`src/rtl/j_intresp.sv`:
```
// Interrupt responder: prioritises the controller's pending sources and presents a vector to the DSP core.
// On acknowledge it issues the ack write over the register bus, then blocks nesting until iret plus a holdoff.
module j_intresp #(
   parameter int unsigned NSRC     = 6,
   parameter int unsigned HOLDOFF  = 4,
   parameter int unsigned HI_FIRST = 0
) (
   input  logic            clk,
   input  logic            resetl,
   input  logic            irq,
   input  logic [NSRC-1:0] pend,
   input  logic [NSRC-1:0] ie_cur,
   output logic            cpu_irq,
   output logic [2:0]      cpu_vec,
   input  logic            cpu_iack,
   input  logic            cpu_iret,
   output logic            wr_req,
   input  logic            wr_gnt,
   output logic            int1w,
   output logic [15:0]     dout,
   output logic            busy
);

   localparam int unsigned VEC_W  = 3;
   localparam int unsigned HOLD_W = 8;

   typedef enum logic [1:0] {IDLE, REQ, ACKW, SERV} state_t;

   state_t            state, state_n;
   logic [HOLD_W-1:0] hold;
   logic [NSRC-1:0]   elig;
   logic [NSRC-1:0]   onehot;
   logic [VEC_W-1:0]  sel;

   logic              irq_n;
   logic [VEC_W-1:0]  vec_n;
   logic              wr_req_n;
   logic              int1w_n;
   logic [15:0]       dout_n;
   logic              busy_n;

   assign elig   = pend & {NSRC{irq}};
   assign onehot = NSRC'(1) << cpu_vec;

   // Priority encoder; the last match in scan order wins, so scan from lowest to highest priority.
   always_comb begin : prio_enc
      sel = '0;
      for (int i = 0; i < int'(NSRC); i++) begin
         if (HI_FIRST != 0) begin
            if (elig[i]) sel = VEC_W'(i);
         end else begin
            if (elig[int'(NSRC) - 1 - i]) sel = VEC_W'(int'(NSRC) - 1 - i);
         end
      end
   end

   always_ff @(posedge clk or negedge resetl) begin : state_reg
      if (!resetl) state <= IDLE;
      else         state <= state_n;
   end

   // Acknowledge wins over withdraw when both arrive in the same REQ cycle.
   always_comb begin : next_state
      state_n = state;
      unique case (state)
         IDLE:    if (elig != '0 && hold == '0) state_n = REQ;
         REQ: begin
            if (cpu_iack)           state_n = ACKW;
            else if (!pend[cpu_vec]) state_n = IDLE;
         end
         ACKW:    if (wr_gnt)   state_n = SERV;
         SERV:    if (cpu_iret) state_n = IDLE;
         default: state_n = IDLE;
      endcase
   end

   always_comb begin : output_next
      irq_n    = 1'b0;
      vec_n    = cpu_vec;
      wr_req_n = 1'b0;
      int1w_n  = 1'b0;
      dout_n   = '0;
      busy_n   = (state_n != IDLE);
      unique case (state)
         IDLE: begin
            if (state_n == REQ) begin
               irq_n = 1'b1;
               vec_n = sel;
            end
         end
         REQ: begin
            irq_n    = (state_n == REQ);
            wr_req_n = (state_n == ACKW);
         end
         ACKW: begin
            if (state_n == SERV) begin
               int1w_n = 1'b1;
               dout_n  = {2'b00, onehot, 2'b00, ie_cur};
            end else begin
               wr_req_n = 1'b1;
            end
         end
         default: ;
      endcase
   end

   always_ff @(posedge clk or negedge resetl) begin : output_reg
      if (!resetl) begin
         cpu_irq <= 1'b0;
         cpu_vec <= '0;
         wr_req  <= 1'b0;
         int1w   <= 1'b0;
         dout    <= '0;
         busy    <= 1'b0;
      end else begin
         cpu_irq <= irq_n;
         cpu_vec <= vec_n;
         wr_req  <= wr_req_n;
         int1w   <= int1w_n;
         dout    <= dout_n;
         busy    <= busy_n;
      end
   end

   // Holdoff is armed on iret out of service and drains to zero, saturating there.
   always_ff @(posedge clk or negedge resetl) begin : holdoff_reg
      if (!resetl) begin
         hold <= '0;
      end else if (state == SERV && cpu_iret) begin
         hold <= HOLD_W'(HOLDOFF);
      end else if (hold != '0) begin
         hold <= hold - HOLD_W'(1);
      end
   end

endmodule

```
`config.mk`:
```
export PLATFORM = sky130hd
export DESIGN_NAME = j_intresp
export DESIGN_NICKNAME = d
export VERILOG_FILES = /design/src/rtl/j_intresp.sv
export SDC_FILE = /design/constraint.sdc
export NUM_CORES = 1
export LEC_CHECK = 0
export CAP_MARGIN = 20
export CORE_MARGIN = 2
export CORE_UTILIZATION = 45
export CTS_BUF_LIST = sky130_fd_sc_hd__clkbuf_4
export CTS_CLUSTER_DIAMETER = 50
export DETAILED_ROUTE_END_ITERATION = 7
export GPL_ROUTABILITY_DRIVEN = 1
export PLACE_DENSITY = 0.8
export SLEW_MARGIN = 10
export SYNTH_ARGS = -nofsm -noshare
export SYNTH_HDL_FRONTEND = slang
export SYNTH_SLANG_ARGS = --single-unit
```
`constraint.sdc`:
```
create_clock -name clk -period 3.9 [get_ports clk]
set_clock_uncertainty 0.2 [all_clocks]
set_input_delay 0.78 -clock clk [delete_from_list [all_inputs] [get_ports clk]]
set_output_delay 0.78 -clock clk [all_outputs]
set_load 0.005 [all_outputs]
```
==> results.yml, run 1 <==
outcome:
  status: "completed"
pwr:
  leakage_nw: 0.824
  powerDensity_mw_per_mm2: 265
  vdd_drop_max_mv: 0.176
timing:
  maxSlewViolCount: 0
  min_period_ps: 2940
  setup_viol: 0
  tightest_slew_ps: 619
  clock.fmax_ghz: 0.340
  fin_tns_setup_ps: 0
  setup_ws_ps: 957
  fin_crit_sh: 0.755
  final_hold_viol_count: 0
  rsz0062_at_grt: "false"
  relSlewSlack: 0.583
yosys:
  yosys.area_share.simple: 0.213
  synth_xor_area_frac: 0.0239
  yosys.area.top_type: "dfrtp_1"
  synth.distinct_cells: 41
  synth_compound_area_frac: 0.132
  async_flop_share: 1.00
  postSynthCellCount: 140
  ys_ff_latch: 29
  netlist_top_cells_count: "dfrtp_1 (29), nor2_1 (16), o21ai_0 (10)"
  synth_top_family_by_area: "simple AND/OR/NAND/NOR gates"
  synthesis.area_sq_mm: 0.00147
  synth_edf_count: 0
  avgSynthCellArea_sq_um: 10.5
  yosys.cell_count.top_type: "dfrtp_1"
  synthAdderAreaFrac: 0.0511
  synth_ff_type: "dfrtp_1"
  synth_top_area_frac: 0.494
  yosysSeqAreaShare: 0.494
  muxShareOfSynthArea: 0.0298
  yosysWarnings: 0
  synth.area.top_cells: "dfrtp_1 (49%), ha_1 (5.1%), nor2_1 (4.1%), o21ai_0 (3.4%), and2_1 (3.0%)"
floorplanning:
  die_x_um: 61.1
  die_area_sq_mm: 0.00374
  die_h_um: 61.1
  rows: 20
  io_pins: 41
  core-area_sq_mm: 0.00308
  start_util: 0.477
worst_hold_path:
  hold_depth: 2
  holdPathEnd: "hold[6]$_DFFE_PN0P_"
  hp-start: "hold[6]$_DFFE_PN0P_"
  min_path_type: "register to register"
placed_design:
  place_congestion: 0.844
  portBuffers: 36
  place_ws_ps: 613
  post-dp-hpwl_um: 2280
route:
  first_iter_violations: 28
  dr_total_vias: 1142
  post-route-drc-count: 0
  post_drt_wl_per_cell_um: 13.2
  first_pass_iters: 4
  vias_per_cell: 5.08
  wl_um: 2980
  detail-route-antenna-nets: 0
run:
  max_cap_viol_count: 0
worst_setup_path:
  worst-r2r-cell-count: 6
  endpoint_kind: "register"
  worstSetupStartpointType: "primary input"
  crit_chain: "clkdlybuf4s50_1, o41ai_2, a2111oi_4, or2b_1, nor3b_2, and4b_1"
  slowest_stage: "o41ai_2"
  rr_startpoint: "hold[0]$_DFFE_PN0P_"
  r2r-end: "cpu_vec[1]$_DFFE_PN0P_"
  regToRegSetupSlack_ps: 1440
  crit_fanout: 13
  required_ps: 3960
  critical_path_class: "primary input to register"
  max_stage_delay_ps: 540
  arrival_ps: 3010
  critPathBufInv: 1
  crit_family: "simple AND/OR/NAND/NOR gates"
clock_tree:
  clk_pin_slew_ps: 90
  clk_path_buf_depth: 2
  holdBufCountCts: 0
  cts_tree: "built"
  post_cts_buffers: 0
  cts-root-buf: "clkbuf_4"
  cts_resized: 0
  cts_sinks: 29
  cts_htree_levels: 2
  worstSkewPairLatency_ps: 330
  cts_buffers: 5
final_layout:
  regArea_sq_um: 726
  nFillCells: 281
  n_antenna_cell: 0
  area_delta_synth_final_pct: 29.8
  largest_reg_flops: 12
  largest_register: "dout"
  drive_above_1_share: 0.0829
  multiInputGateArea_sq_um: 676
  nets: 205
  top_regs: "dout x12, hold x8, cpu_vec x3"
grt:
  antenna_found_initial: 0
  first_global_vias: 1174
  grt_overflow_total: 0
  grt_util_all_layers: 0.187
  grt_pass1_wl_um: 5090
  grt_max_degree: 30
worst max-delay path by stage:
stage               startpoint                 end  slack, ps  cells after the start
CTS                    pend[2]  dout[13]$_DFF_PN0_        950                      6
global route           pend[2]  dout[13]$_DFF_PN0_        780                      6
floorplan              pend[2]  dout[10]$_DFF_PN0_       1490                      6
detailed placement     pend[2]  dout[13]$_DFF_PN0_        610                      6
finish                 pend[2]  dout[13]$_DFF_PN0_        960                      6
global placement       pend[2]  dout[13]$_DFF_PN0_        750                      6
routing by layer:
| layer | vias up | GRT usage | wire, um |
|---|---|---|---|
| met4 | 0 | 0.0590 | 36 |
| met1 | 532 | 0.210 | 1220 |
| met5 | - | 0 | 0 |
| met3 | 5 | 0.0756 | 237 |
| li1 | 560 | - | - |
| met2 | 45 | 0.325 | 1480 |
placed cells by master, fill, tap and decap left out, types with 2 or more instances in the layout:
cell type         n
nor4_1            2
xor2_1            2
clkdlybuf4s50_1  36
dfrtp_1          29
o21ai_0          10
conb_1            4
nor2_1           16
nand2b_1          2
and3b_1           2
ha_1              6
clkbuf_4          6
nor3b_1           3
xnor2_1           2
mux2_2            3
a21oi_1           5
nor2b_1           4
and3_1            4
and2_1            7
inv_1             8
nand2_1           8
report_power, final:
group / total [mW] / leakage, nW / switching, mW / internal (mW)
Combinational: 0.0339 / 0.415 / 0.0149 / 0.0190
Clock: 0.170 / 0.0292 / 0.0983 / 0.0722
Sequential: 0.300 / 0.380 / 0 / 0.300
cell type report:
type,instances,share of cell area
sequential,29,0.381
clock inverter,1,0.00197
multi-input combinational,99,0.354
tap,44,0.0289
clock buffer,6,0.0236
timing repair buffer,38,0.195
inverter,8,0.0157
tightest hold or removal path, cell delays in order (launching register included):
cell	delay, ps
dfrtp_1	390
mux2i_1	80
nor2_1	80
cell families after synthesis:
| group | count (synthesis) |
|---|---|
| simple gates | 55 |
| flops | 29 |
| compound gates | 26 |
| buf+inv | 15 |
| fa+ha+maj | 6 |
| xor+xnor | 4 |
| mux | 4 |
| other cells | 1 |
through the flow:
step	instances	utilization	area (sq um)	power [mW]	hold slack (ps)
2_1_floorplan	143	-	1480	0.316	284
3_3_place_gp	217	0.602	1850	0.340	340
3_5_place_dp	217	0.602	1850	0.341	362
4_1_cts	224	0.618	1900	0.507	383
5_1_grt	225	0.620	1910	0.529	438
6_report	225	0.620	1910	0.505	387
Note: power is estimated with default switching activity, not from simulation.
==> run 2, diff against run 1 <==
==> constraint.sdc (replaced) <==
create_clock -name clk -period 2.9 [get_ports clk]
set_clock_uncertainty 0.2 [all_clocks]
set_input_delay 0.58 -clock clk [delete_from_list [all_inputs] [get_ports clk]]
set_output_delay 0.58 -clock clk [all_outputs]
set_load 0.005 [all_outputs]
==> run 2 against run 1 <==
  * Cell count rose by 1.3%
  * Worst setup slack got worse by 550 ps
  * Global-route usage fell by 1.3 points
  * Sequential power rose by 35%
  * Register-to-register slack got worse by 940 ps
  * Critical path type unchanged
  * Critical endpoint unchanged
==> results.yml, run 2 (synthesized netlist as in run 1, its figures left out) <==
floorplanning:
  core-area_sq_mm: 0.00308
  rows: 20
  die_x_um: 61.1
  start_util: 0.477
  io_pins: 41
  die_h_um: 61.1
  die_area_sq_mm: 0.00374
clock_tree:
  post_cts_buffers: 0
  holdBufCountCts: 0
  clk_path_buf_depth: 2
  cts_buffers: 5
  cts-root-buf: "clkbuf_4"
  cts_sinks: 29
  cts_htree_levels: 2
  cts_resized: 0
  worstSkewPairLatency_ps: 330
  clk_pin_slew_ps: 100
  cts_tree: "built"
run:
  max_cap_viol_count: 0
pwr:
  seqPwrFrac: 0.588
  powerDensity_mw_per_mm2: 356
  p_sw_frac: 0.242
  p_clk_frac: 0.345
  combPwrFrac: 0.066
  vdd_drop_max_mv: 0.263
  p_int_uw: 521
  p_sw_uw: 166
  leakage_nw: 0.840
route:
  detail-route-antenna-nets: 0
  post_drt_wl_per_cell_um: 12.8
  post-route-drc-count: 0
  wl_um: 2920
  dr_total_vias: 1137
  vias_per_cell: 4.99
  first_iter_violations: 28
  first_pass_iters: 4
grt:
  grt_max_degree: 30
  grt_util_all_layers: 0.174
  antenna_found_initial: 0
  first_global_vias: 1132
  grt_overflow_total: 0
  grt_pass1_wl_um: 4750
final_layout:
  largest_reg_flops: 12
  fin_util: 0.628
  mostFrequentLayoutCell: "clkdlybuf4s50_1"
  drive_above_1_share: 0.109
  largest_register: "dout"
  area_delta_synth_final_pct: 31.5
  nFillCells: 285
  n_antenna_cell: 0
  fin_cells: 228
  layout_common_cells: "clkdlybuf4s50_1 (36), dfrtp_1 (29), nor2_1 (16), o21ai_0 (10)"
  top_regs: "dout x12, hold x8, cpu_vec x3"
  nets: 207
outcome:
  status: "completed"
timing:
  relSlewSlack: 0.671
  clock.fmax_ghz: 0.402
  final_hold_viol_count: 0
  fin_tns_setup_ps: 0
  rsz0062_at_grt: "false"
  tightest_slew_ps: 489
  setup_viol: 0
  maxSlewViolCount: 0
  timing.hold.ws_ps: 381
  fin_crit_sh: 0.858
  min_period_ps: 2490
placed_design:
  place_congestion: 0.922
  post-dp-hpwl_um: 2270
  portBuffers: 36
  dp.cells: 220
worst_setup_path:
  worstSetupStartpointType: "primary input"
  endpoint_kind: "register"
  crit_fanout: 13
  critical_path_class: "primary input to register"
  arrival_ps: 2560
  required_ps: 2970
worst_hold_path:
  min_path_type: "register to register"
## run 2: changes by cell type in the layout (fill, tap and decap cells not counted), sizes merged
cell      change
buf           +3
clkbuf        -2
clkinv        +1
clkinvlp      +1
## run 2: metal layers
metal  share of wire  global-route usage
met1            0.43               0.192
met2            0.48               0.305
met3           0.069              0.0693
met4           0.014              0.0590
met5               0                   0
## run 2: path summary, 6_finish.rpt
kind	to	depth (start not counted)	slack, ps	start
worst max register to register	dout[11]$_DFF_PN0_	8	500	hold[0]$_DFFE_PN0P_
max in group asynchronous	wr_req$_DFF_PN0_	2	1820	resetl
worst max-delay path	dout[13]$_DFF_PN0_	7	410	pend[2]
min in group asynchronous	cpu_vec[1]$_DFFE_PN0P_	2	410	resetl
worst min register to register	hold[2]$_DFFE_PN0P_	2	380	hold[2]$_DFFE_PN0P_
worst min-delay path	hold[2]$_DFFE_PN0P_	2	380	hold[2]$_DFFE_PN0P_
## run 2: power groups by stage
stage | sequential [mW] | clock, mW | combinational, mW
6_report | 0.404 | 0.237 | 0.0456
5_1_grt | 0.404 | 0.269 | 0.0507
4_1_cts | 0.404 | 0.246 | 0.0463
3_5_place_dp | 0.412 | 0 | 0.0460
3_3_place_gp | 0.412 | 0 | 0.0450
2_1_floorplan | 0.412 | 0 | 0.0130
## run 2: metrics by stage
| stage | total power [mW] | setup slack [ps] | area (sq um) |
|---|---|---|---|
| 2_1_floorplan | 0.425 | 673 | 1480 |
| 3_3_place_gp | 0.457 | 167 | 1880 |
| 3_5_place_dp | 0.458 | 45.3 | 1880 |
| 4_1_cts | 0.696 | 396 | 1930 |
| 5_1_grt | 0.724 | 298 | 1930 |
| 6_report | 0.687 | 412 | 1930 |
## run 2: cell type report
| type | instances | area (sq um) | share of cell area |
|---|---|---|---|
| Inverter | 8 | 30.0 | 0.0155 |
| Timing Repair Buffer | 40 | 390 | 0.202 |
| Tap cell | 44 | 55.1 | 0.0285 |
| Clock buffer | 5 | 37.5 | 0.0194 |
| Sequential cell | 29 | 726 | 0.376 |
| Multi-Input combinational cell | 99 | 676 | 0.350 |
| Clock inverter | 3 | 17.5 | 0.00907 |
## run 2: worst max-delay path, stage by stage
cell,delay [ps]
clkdlybuf4s50_1,460
o41ai_2,540
a2111oi_4,140
or2b_1,290
nor3b_2,170
buf_4,180
and4b_1,190
==> run 3, diff against run 2 <==
--- a/config.mk
+++ b/config.mk
@@ -5,6 +5,7 @@
 export SDC_FILE = /design/constraint.sdc
 export NUM_CORES = 1
 export LEC_CHECK = 0
+export ABC_AREA = 0
 export CAP_MARGIN = 20
 export CORE_MARGIN = 2
 export CORE_UTILIZATION = 45
==> results of run 3 <==
The final DEF is identical to that of run 2; final timing and power are the same.
